<file path="config.mk">
export PLATFORM = sky130hd
export DESIGN_NAME = mic_sound_detector_flat
export DESIGN_NICKNAME = d
export VERILOG_FILES = /design/src/rtl/mic_sound_detector_pkg.sv /design/src/rtl/mic_sound_detector_if.sv /design/src/rtl/mic_sound_detector_sync_ff.sv /design/src/rtl/mic_sound_detector.sv /design/src/flat_wrapper.sv
export SDC_FILE = /design/constraint.sdc
export NUM_CORES = 1
export LEC_CHECK = 0
export ABC_AREA = 1
export CORE_AREA = 2 2 124 126
export CTS_CLUSTER_SIZE = 28
export DETAILED_ROUTE_END_ITERATION = 10
export DIE_AREA = 0 0 126 128
export SLEW_MARGIN = 20
export SYNTH_ARGS = -nofsm -noshare
export SYNTH_HDL_FRONTEND = slang
export SYNTH_SLANG_ARGS = --single-unit
</file>
<file path="constraint.sdc">
create_clock -name clk -period 5.2 [get_ports clk]
set_input_delay 1.04 -clock clk [delete_from_list [all_inputs] [get_ports clk]]
set_output_delay 1.04 -clock clk [all_outputs]
set_load 0.02 [all_outputs]
</file>
<file path="src/rtl/mic_sound_detector_pkg.sv">
// Shared state encodings and default timing for the sound detector and the mic alarm stage.
package mic_sound_detector_pkg;

    typedef enum logic [1:0] {
        IDLE    = 2'd0,
        QUALIFY = 2'd1,
        ACTIVE  = 2'd2,
        HOLDOFF = 2'd3
    } mic_state_e;

    localparam int unsigned DEF_SYNC_STAGES   = 2;
    localparam int unsigned DEF_DEBOUNCE_CYC  = 50000;
    localparam int unsigned DEF_HOLDOFF_CYC   = 25000000;
    localparam int unsigned DEF_DCLAP_WIN_CYC = 50000000;

    function automatic int unsigned max_u(input int unsigned a, input int unsigned b);
        return (a > b) ? a : b;
    endfunction

endpackage

</file>
<file path="src/rtl/mic_sound_detector_if.sv">
// Sensor input and conditioned outputs of the sound detector.
interface mic_sound_detector_if;
    logic       mic_raw;
    logic       enable;
    logic       mic_clean;
    logic       sound_evt;
    logic       double_clap;
    logic [7:0] evt_count;

    modport master (
        output mic_raw, enable,
        input  mic_clean, sound_evt, double_clap, evt_count
    );

    modport slave (
        input  mic_raw, enable,
        output mic_clean, sound_evt, double_clap, evt_count
    );
endinterface

</file>
<file path="src/rtl/mic_sound_detector_sync_ff.sv">
// Multi-flop synchronizer for the asynchronous sensor pin.
module mic_sound_detector_sync_ff #(
    parameter int unsigned STAGES = 2
) (
    input  logic clk,
    input  logic rst,
    input  logic d,
    output logic q
);

    logic [STAGES-1:0] sr_q;

    always_ff @(posedge clk or posedge rst) begin
        if (rst) begin
            sr_q <= '0;
        end else begin
            sr_q <= {sr_q[STAGES-2:0], d};
        end
    end

    assign q = sr_q[STAGES-1];

endmodule

</file>
<file path="src/rtl/mic_sound_detector.sv">
// Debounces the sound sensor output and derives sound events, double claps and an event count.
module mic_sound_detector
    import mic_sound_detector_pkg::*;
#(
    parameter int unsigned SYNC_STAGES   = DEF_SYNC_STAGES,
    parameter int unsigned DEBOUNCE_CYC  = DEF_DEBOUNCE_CYC,
    parameter int unsigned HOLDOFF_CYC   = DEF_HOLDOFF_CYC,
    parameter int unsigned DCLAP_WIN_CYC = DEF_DCLAP_WIN_CYC
) (
    input logic                 clk,
    input logic                 rst,
    mic_sound_detector_if.slave bus
);

    localparam int unsigned CNT_W = $clog2(max_u(DEBOUNCE_CYC, HOLDOFF_CYC)) + 1;
    localparam int unsigned WIN_W = $clog2(DCLAP_WIN_CYC) + 1;

    localparam logic [CNT_W-1:0] DEB_LAST  = CNT_W'(DEBOUNCE_CYC - 1);
    localparam logic [CNT_W-1:0] HOLD_LAST = CNT_W'(HOLDOFF_CYC - 1);
    localparam logic [WIN_W-1:0] WIN_LOAD  = WIN_W'(DCLAP_WIN_CYC - 1);

    logic mic_sync;

    mic_sound_detector_sync_ff #(
        .STAGES(SYNC_STAGES)
    ) u_sync (
        .clk(clk),
        .rst(rst),
        .d  (bus.mic_raw),
        .q  (mic_sync)
    );

    mic_state_e       state_q, state_d;
    logic [CNT_W-1:0] cnt_q, cnt_d;
    logic [WIN_W-1:0] win_q, win_d;
    logic             clean_q, clean_d;
    logic             evt_q, evt_d;
    logic             dc_q, dc_d;
    logic [7:0]       count_q, count_d;

    always_ff @(posedge clk or posedge rst) begin
        if (rst) begin
            state_q <= IDLE;
            cnt_q   <= '0;
            win_q   <= '0;
            clean_q <= 1'b0;
            evt_q   <= 1'b0;
            dc_q    <= 1'b0;
            count_q <= '0;
        end else begin
            state_q <= state_d;
            cnt_q   <= cnt_d;
            win_q   <= win_d;
            clean_q <= clean_d;
            evt_q   <= evt_d;
            dc_q    <= dc_d;
            count_q <= count_d;
        end
    end

    always_comb begin
        state_d = state_q;
        cnt_d   = cnt_q;
        evt_d   = 1'b0;
        dc_d    = 1'b0;
        win_d   = win_q;
        count_d = count_q;

        unique case (state_q)
            IDLE: begin
                cnt_d = '0;
                if (mic_sync) state_d = QUALIFY;
            end
            QUALIFY: begin
                if (!mic_sync) begin
                    state_d = IDLE;
                    cnt_d   = '0;
                end else if (cnt_q == DEB_LAST) begin
                    state_d = ACTIVE;
                    cnt_d   = '0;
                    evt_d   = 1'b1;
                end else begin
                    cnt_d = cnt_q + 1'b1;
                end
            end
            ACTIVE: begin
                // Counts only consecutive low samples; any high sample restarts release.
                if (mic_sync) begin
                    cnt_d = '0;
                end else if (cnt_q == DEB_LAST) begin
                    state_d = HOLDOFF;
                    cnt_d   = '0;
                end else begin
                    cnt_d = cnt_q + 1'b1;
                end
            end
            HOLDOFF: begin
                if (cnt_q == HOLD_LAST) begin
                    state_d = IDLE;
                    cnt_d   = '0;
                end else begin
                    cnt_d = cnt_q + 1'b1;
                end
            end
            default: begin
                state_d = IDLE;
                cnt_d   = '0;
            end
        endcase

        // An event seen while the window still reads nonzero (even its last cycle) is a 2nd clap.
        if (evt_d) begin
            if (win_q != '0) begin
                dc_d  = 1'b1;
                win_d = '0;
            end else begin
                win_d = WIN_LOAD;
            end
        end else if (win_q != '0) begin
            win_d = win_q - 1'b1;
        end

        if (!bus.enable) begin
            state_d = IDLE;
            cnt_d   = '0;
            win_d   = '0;
            evt_d   = 1'b0;
            dc_d    = 1'b0;
        end

        clean_d = (state_d == ACTIVE);

        if (evt_d && (count_q != 8'hFF)) count_d = count_q + 8'd1;
    end

    assign bus.mic_clean   = clean_q;
    assign bus.sound_evt   = evt_q;
    assign bus.double_clap = dc_q;
    assign bus.evt_count   = count_q;

endmodule
</file>
<file path="src/flat_wrapper.sv">
// flat-port wrapper written by rule: the top's interface ports become plain ports
module mic_sound_detector_flat import mic_sound_detector_pkg::*;
#(
    parameter int unsigned SYNC_STAGES   = DEF_SYNC_STAGES,
    parameter int unsigned DEBOUNCE_CYC  = DEF_DEBOUNCE_CYC,
    parameter int unsigned HOLDOFF_CYC   = DEF_HOLDOFF_CYC,
    parameter int unsigned DCLAP_WIN_CYC = DEF_DCLAP_WIN_CYC
)
  (clk, rst, bus_mic_raw, bus_enable, bus_mic_clean, bus_sound_evt, bus_double_clap, bus_evt_count);
  mic_sound_detector_if bus_i ();
  input logic clk;
  input logic rst;
  input wire logic [$bits(bus_i.mic_raw)-1:0] bus_mic_raw;
  input wire logic [$bits(bus_i.enable)-1:0] bus_enable;
  output wire logic [$bits(bus_i.mic_clean)-1:0] bus_mic_clean;
  output wire logic [$bits(bus_i.sound_evt)-1:0] bus_sound_evt;
  output wire logic [$bits(bus_i.double_clap)-1:0] bus_double_clap;
  output wire logic [$bits(bus_i.evt_count)-1:0] bus_evt_count;
  assign bus_i.mic_raw = bus_mic_raw;
  assign bus_i.enable = bus_enable;
  assign bus_mic_clean = bus_i.mic_clean;
  assign bus_sound_evt = bus_i.sound_evt;
  assign bus_double_clap = bus_i.double_clap;
  assign bus_evt_count = bus_i.evt_count;
  mic_sound_detector #(.SYNC_STAGES(SYNC_STAGES), .DEBOUNCE_CYC(DEBOUNCE_CYC), .HOLDOFF_CYC(HOLDOFF_CYC), .DCLAP_WIN_CYC(DCLAP_WIN_CYC)) u_core (.clk(clk), .rst(rst), .bus(bus_i));
endmodule
</file>
# Word level (Yosys, flattened, before mapping)
# Index checks and enable logic that the tools add are counted.
dict set report op_classes {
  addsub 3
  eq_ne 8
  n_mux 25
  reduce_logical 3
}
# op n
set ops {}
lappend ops {{$mux 26} 6}
lappend ops {{$pmux 26 s4} 1}
lappend ops {{$mux 27} 3}
lappend ops {{$reduce_bool 27->1} 1}
lappend ops {{$sub 27x1->27 const B} 1}
lappend ops {{$add 26x1->26 const B} 1}
lappend ops {{$eq 26x16->1 const B} 1}
lappend ops {{$eq 26x25->1 const B} 1}
lappend ops {{$mux 2} 7}
lappend ops {{$add 8x1->8 const B} 1}
lappend ops {{$ne 8x8->1 const B} 1}
lappend ops {{$pmux 2 s4} 1}
lappend ops {{$mux 1} 7}
lappend ops {{$eq 2x2->1 const B} 3}
lappend ops {{$ne 3x1->1 const B} 1}
lappend ops {{$eq 2x1->1 const B} 1}
lappend ops {{$logic_not 2->1} 1}
lappend ops {{$logic_and 1x1->1} 1}
dict set report totals {
  reg_bits 68
  out_inout_bits 11
  elab_cells 47
}

# Logic depth before layout (Yosys ltp)
dict set report depth {
  ltp_word 6
  ltp_mapped 11
}

# Cells and area by module
# From an unflattened synthesis, not the netlist that was laid out.
dict set report unflattened {
  cells_unflattened 599
  hier_area_um2 4216.5
}
# module instances cells_each area_each_um2
set by_module_without_submodules {}
lappend by_module_without_submodules {mic_sound_detector 1 596 4162.7}
lappend by_module_without_submodules {mic_sound_detector_sync_ff 1 3 53.8}

# Least setup slack after synthesis
# No wires, ideal clock.
dict set report synth_path {
  path_type {register -> register}
  from {reg u_core.cnt_q[0]}
  to {reg u_core.win_q[12]}
  setup_time_ps 123
  arrival_time_ps 1567
  setup_slack_ps 3510
  stages_incl_launch_ff 12
  path_buffers 1
  synth_period_minus_slack_ps 1690
  cell_sequence {dfrtp_1 ha_1 nand2_2 nor2_4 nand3_2 nor2_4 nand3_4 nand2_4 nand2_2 o21ai_4 buf_12 nor2_2}
}
dict set report synth_between {
  elab_chain_len 6
}
# element line_no
set synth_lines {}
lappend synth_lines {{start, declared} mic_sound_detector.sv:34} ;# logic [CNT_W-1:0] cnt_q, cnt_d;
lappend synth_lines {{start signal, assigned} mic_sound_detector.sv:52} ;# cnt_q <= cnt_d;
lappend synth_lines {{$eq 26x16->1 (*)} mic_sound_detector.sv:78} ;# end else if (cnt_q == DEB_LAST) begin
lappend synth_lines {{$mux 1 (*)} mic_sound_detector.sv:78}
lappend synth_lines {{$mux 1 (*)} mic_sound_detector.sv:75} ;# if (!mic_sync) begin
lappend synth_lines {{$mux 1 (*)} mic_sound_detector.sv:69} ;# unique case (state_q)
lappend synth_lines {{$mux 27} mic_sound_detector.sv:112} ;# if (evt_d) begin
lappend synth_lines {{$mux 27} mic_sound_detector.sv:123} ;# if (!bus.enable) begin
lappend synth_lines {{end signal, assigned} mic_sound_detector.sv:53} ;# win_q <= win_d;
lappend synth_lines {{end, declared} mic_sound_detector.sv:35} ;# logic [WIN_W-1:0] win_q, win_d;
# Mark *: on every way between the ends. The rest lies on a longest branch, timed or not.
# A chain may end at the register's enable or synchronous reset.

# Final worst setup path
dict set report layout_path {
  from {in bus_enable}
  to {reg u_core.cnt_q[9]}
}
dict set report layout_between {
  elab_chain_len 1
}
# element line_no
set layout_lines {}
lappend layout_lines {{start, declared} flat_wrapper.sv:14} ;# input wire logic [$bits(bus_i.enable)-1:0] bus_enable;
lappend layout_lines {{$mux 26} mic_sound_detector.sv:123}
lappend layout_lines {{named net u_core.cnt_d[9]} mic_sound_detector.sv:34}
# The timed path passes the listed nets, and every way through them passes these cells.

==> flow_summary.yaml <==
outcome:
  status: "completed"
pwr:
  power_density_nw_per_um2: 492
  p_leak_nw: 2.40
  peakVddDrop_mv: 0.269
grt:
  grt_pass1_vias: 3693
  grtUsageMet2_pct: 21.1
  overflow: 0
  antenna_found_initial: 0
  grt_use_total_pct: 13.4
  gr-usage-met3_pct: 3.76
  met1_usage_pct: 17.8
  grt_pass1_wl_um: 17500
  grt-busiest-layer: "met2"
  grt_max_degree: 48
timing:
  worstMarginPinSlew_ns: 0.803
  setup_violations: 0
  period_share_pct: 50.7
  rsz0062_at_grt: "no"
  fin_tns_setup_ns: 0
  timing.fmax_mhz: 379
  slew_headroom_pct: 46.4
  hold_viol: 0
  period_minus_slack_ns: 2.64
  finalClockSkew_ns: 0.00996
  fin_ws_ns: 2.56
  slew_viol_final: 0
cells_and_area:
  drive_gt1_share_pct: 8.45
  antenna_cells: 0
  final_cell_area_um2: 4960
  nNetsFinal: 642
  layoutNonFillerInstCount: 827
  area_growth_pct: 14.7
  final-seq-area_um2: 1700
  multi_input_area_um2: 2220
  fillers: 1600
detailed_routing:
  first_pass_iters: 5
  drt-vias-per-instance: 4.56
  wirelength_um: 10000
  vias: 3773
  wl_per_cell_um: 12.1
  drtIter0Drc: 271
  drc_errors: 0
  drtAntennaViolNets: 0
clocking:
  clk_pin_slew_ns: 0.06
  clock-root-buffer: "clkbuf_16"
  tritoncts: "built"
  cts.sinks: 68
  clock_latency_ns: 0.34
  ctsHoldBuffers: 0
  htreeDepth: 3
  numCtsBuffers: 9
  post_cts_resize_count: 0
  clk_path_buf_depth: 2
  cts_setup_buffers: 0
placed_design:
  numPortBuffers: 14
  globalplace.congestion: 0.933
  dp_slack_ns: 2.17
  dp.cells: 811
  placed_area_um2: 4630
  dp_hpwl_um: 7350
critical_path:
  crit_family: "buffers and inverters"
  crit_buf_inv: 2
  critPathMaxFanout: 24
  cpMostUsedCell: "nor2_1"
  crit_type: "primary input to register"
  cp-start-kind: "primary input"
  path_cells: "clkdlybuf4s50_1 -> inv_1 -> nor2_1 -> nand2_2 -> nor2_1"
  end_kind: "register"
  arrival_ns: 2.90
  max_stage_delay_ns: 0.87
  crit_path_top_delay_cell: "clkdlybuf4s50_1"
  critical_path_required_ns: 5.46
synthesis:
  synth_top_area_share_pct: 39.4
  synth_top_area_cell: "dfrtp_1"
  ys_top_cells_by_area: "dfrtp_1 39%, nor2_1 13%, nand2_1 12%"
  yosysSeqAreaShare_pct: 39.4
  synthesis.nets: 625
  synth_warnings: 0
  synth_cell_types: 32
  netlist_instances: 617
  netlist_area_um2: 4320
  ys_ff_latch: 68
  syn_area_per_cell_um2: 7.00
floorplanning:
  rows: 45
  ioPinCount: 15
  die-area_um2: 16100
  start_util_pct: 29.1
  die_x_um: 126
  core-area_um2: 14900
  die_y_um: 128
job:
  maxCapViolations: 0
min_path:
  hold_class: "register to register"
-- per-layer routing --
layer  part of all wire, %  up-vias
met5                     0        -
met4                   2.1        0
met3                   5.0       20
met2                    45       98
met1                    48     1709
li1                      -     1946
-- path summary, 6_finish.rpt --
path	start	to	slack, ns	cells after the start
worst min register to register	u_core.u_sync.sr_q[0]	u_core.u_sync.sr_q[1]	0.35	0
worst min-delay path	u_core.u_sync.sr_q[0]	u_core.u_sync.sr_q[1]	0.35	0
min in group asynchronous	rst	u_core.bus.evt_count[5]	1.14	2
max in group asynchronous	rst	u_core.win_q[5]	3.26	3
worst max register to register	u_core.cnt_q[0]	u_core.win_q[25]	3.10	10
worst max-delay path	bus_enable	u_core.cnt_q[9]	2.56	5
-- power breakdown --
part | switching [mW] | internal, mW | leakage, nW
Sequential | 0.0994 | 0.625 | 0.932
Clock | 0.246 | 0.422 | 0.156
Combinational | 0.680 | 0.369 | 1.32
-- cells in the mapped netlist --
cell type / n
a21oi_1: 6
and3_1: 1
buf_12: 1
buf_2: 2
buf_4: 3
buf_6: 1
clkbuf_1: 2
clkinv_2: 1
dfrtp_1: 68
ha_1: 4
inv_1: 87
nand2_1: 134
nand2_2: 4
nand2_4: 1
nand3_1: 42
nand3_2: 2
nand3_4: 2
nand3b_1: 2
nand4_1: 20
nor2_1: 149
nor2_2: 12
nor2_4: 3
nor3_1: 13
nor3_2: 1
nor4_1: 1
o21ai_0: 12
o21ai_2: 7
o21ai_4: 1
o21bai_1: 2
or2_2: 2
xnor2_1: 11
xor2_1: 20
-- cells by family (layout without fill, tap and decap cells) --
group | after synthesis | after routing | synth area share (%)
DFF | 68 | 68 | 39.4
and+or+nand+nor | 389 | 389 | 39.6
adders and majority gates | 4 | 4 | 1.16
buffers and inverters | 97 | 119 | 9.32
xor gates and xnor gates | 31 | 31 | 6.28
AOI/OAI and AO/OA | 28 | 28 | 4.23
-- area by class of cell --
type                            instances  share of cell area (%)
Clock inverter                          7                    1.99
Sequential cell                        68                    34.3
Timing Repair Buffer                   15                    2.98
Clock buffer                            9                    4.54
Tap cell                              188                    4.74
Inverter                               88                    6.71
Multi-Input combinational cell        452                    44.7
-- metrics by stage --
step                total power, mW  util [%]  hold slack (ns)
floorplan                      1.58         -            0.331
global route                   2.67      33.4            0.363
CTS                            2.45      33.4            0.358
global placement               1.77      31.2            0.341
detailed placement             1.77      31.2            0.343
finish                         2.44      33.4            0.353
-- cells in the final DEF, fill, tap and decap left out, drive strengths merged --
| cell | count |
|---|---|
| a21oi | 6 |
| xnor2 | 11 |
| clkbuf | 9 |
| xor2 | 20 |
| o21ai | 20 |
| bufinv | 2 |
| nand2 | 139 |
| nand3b | 2 |
| nand3 | 46 |
| nor3 | 14 |
| nor4 | 1 |
| ha | 4 |
| dfrtp | 68 |
| and3 | 1 |
| buf | 1 |
| or2 | 2 |
| clkdlybuf4s50 | 14 |
| nand4 | 20 |
| inv | 87 |
| clkinvlp | 1 |
| clkinv | 5 |
| nor2 | 164 |
| o21bai | 2 |
-- worst register-to-register path, cell delays in order, from the launching register on --
cell and delay, ns:
dfrtp_1 0.40, ha_1 0.26, nand2_2 0.10, nor2_4 0.14, nand3_2 0.10, nor2_4 0.14
nand3_4 0.20, nand2_4 0.17, nand2_2 0.10, o21ai_4 0.25, nor2_1 0.10
-- state kept, by name (all words and copies together), names as in the netlist --
register,flops
u_core.cnt_q,26
u_core.bus.mic_clean,1
u_core.bus.evt_count,8
u_core.bus.double_clap,1
u_core.win_q,27
u_core.state_q,2
u_core.bus.sound_evt,1
u_core.u_sync.sr_q,2
No activity file was read; power rests on OpenSTA's default activity.
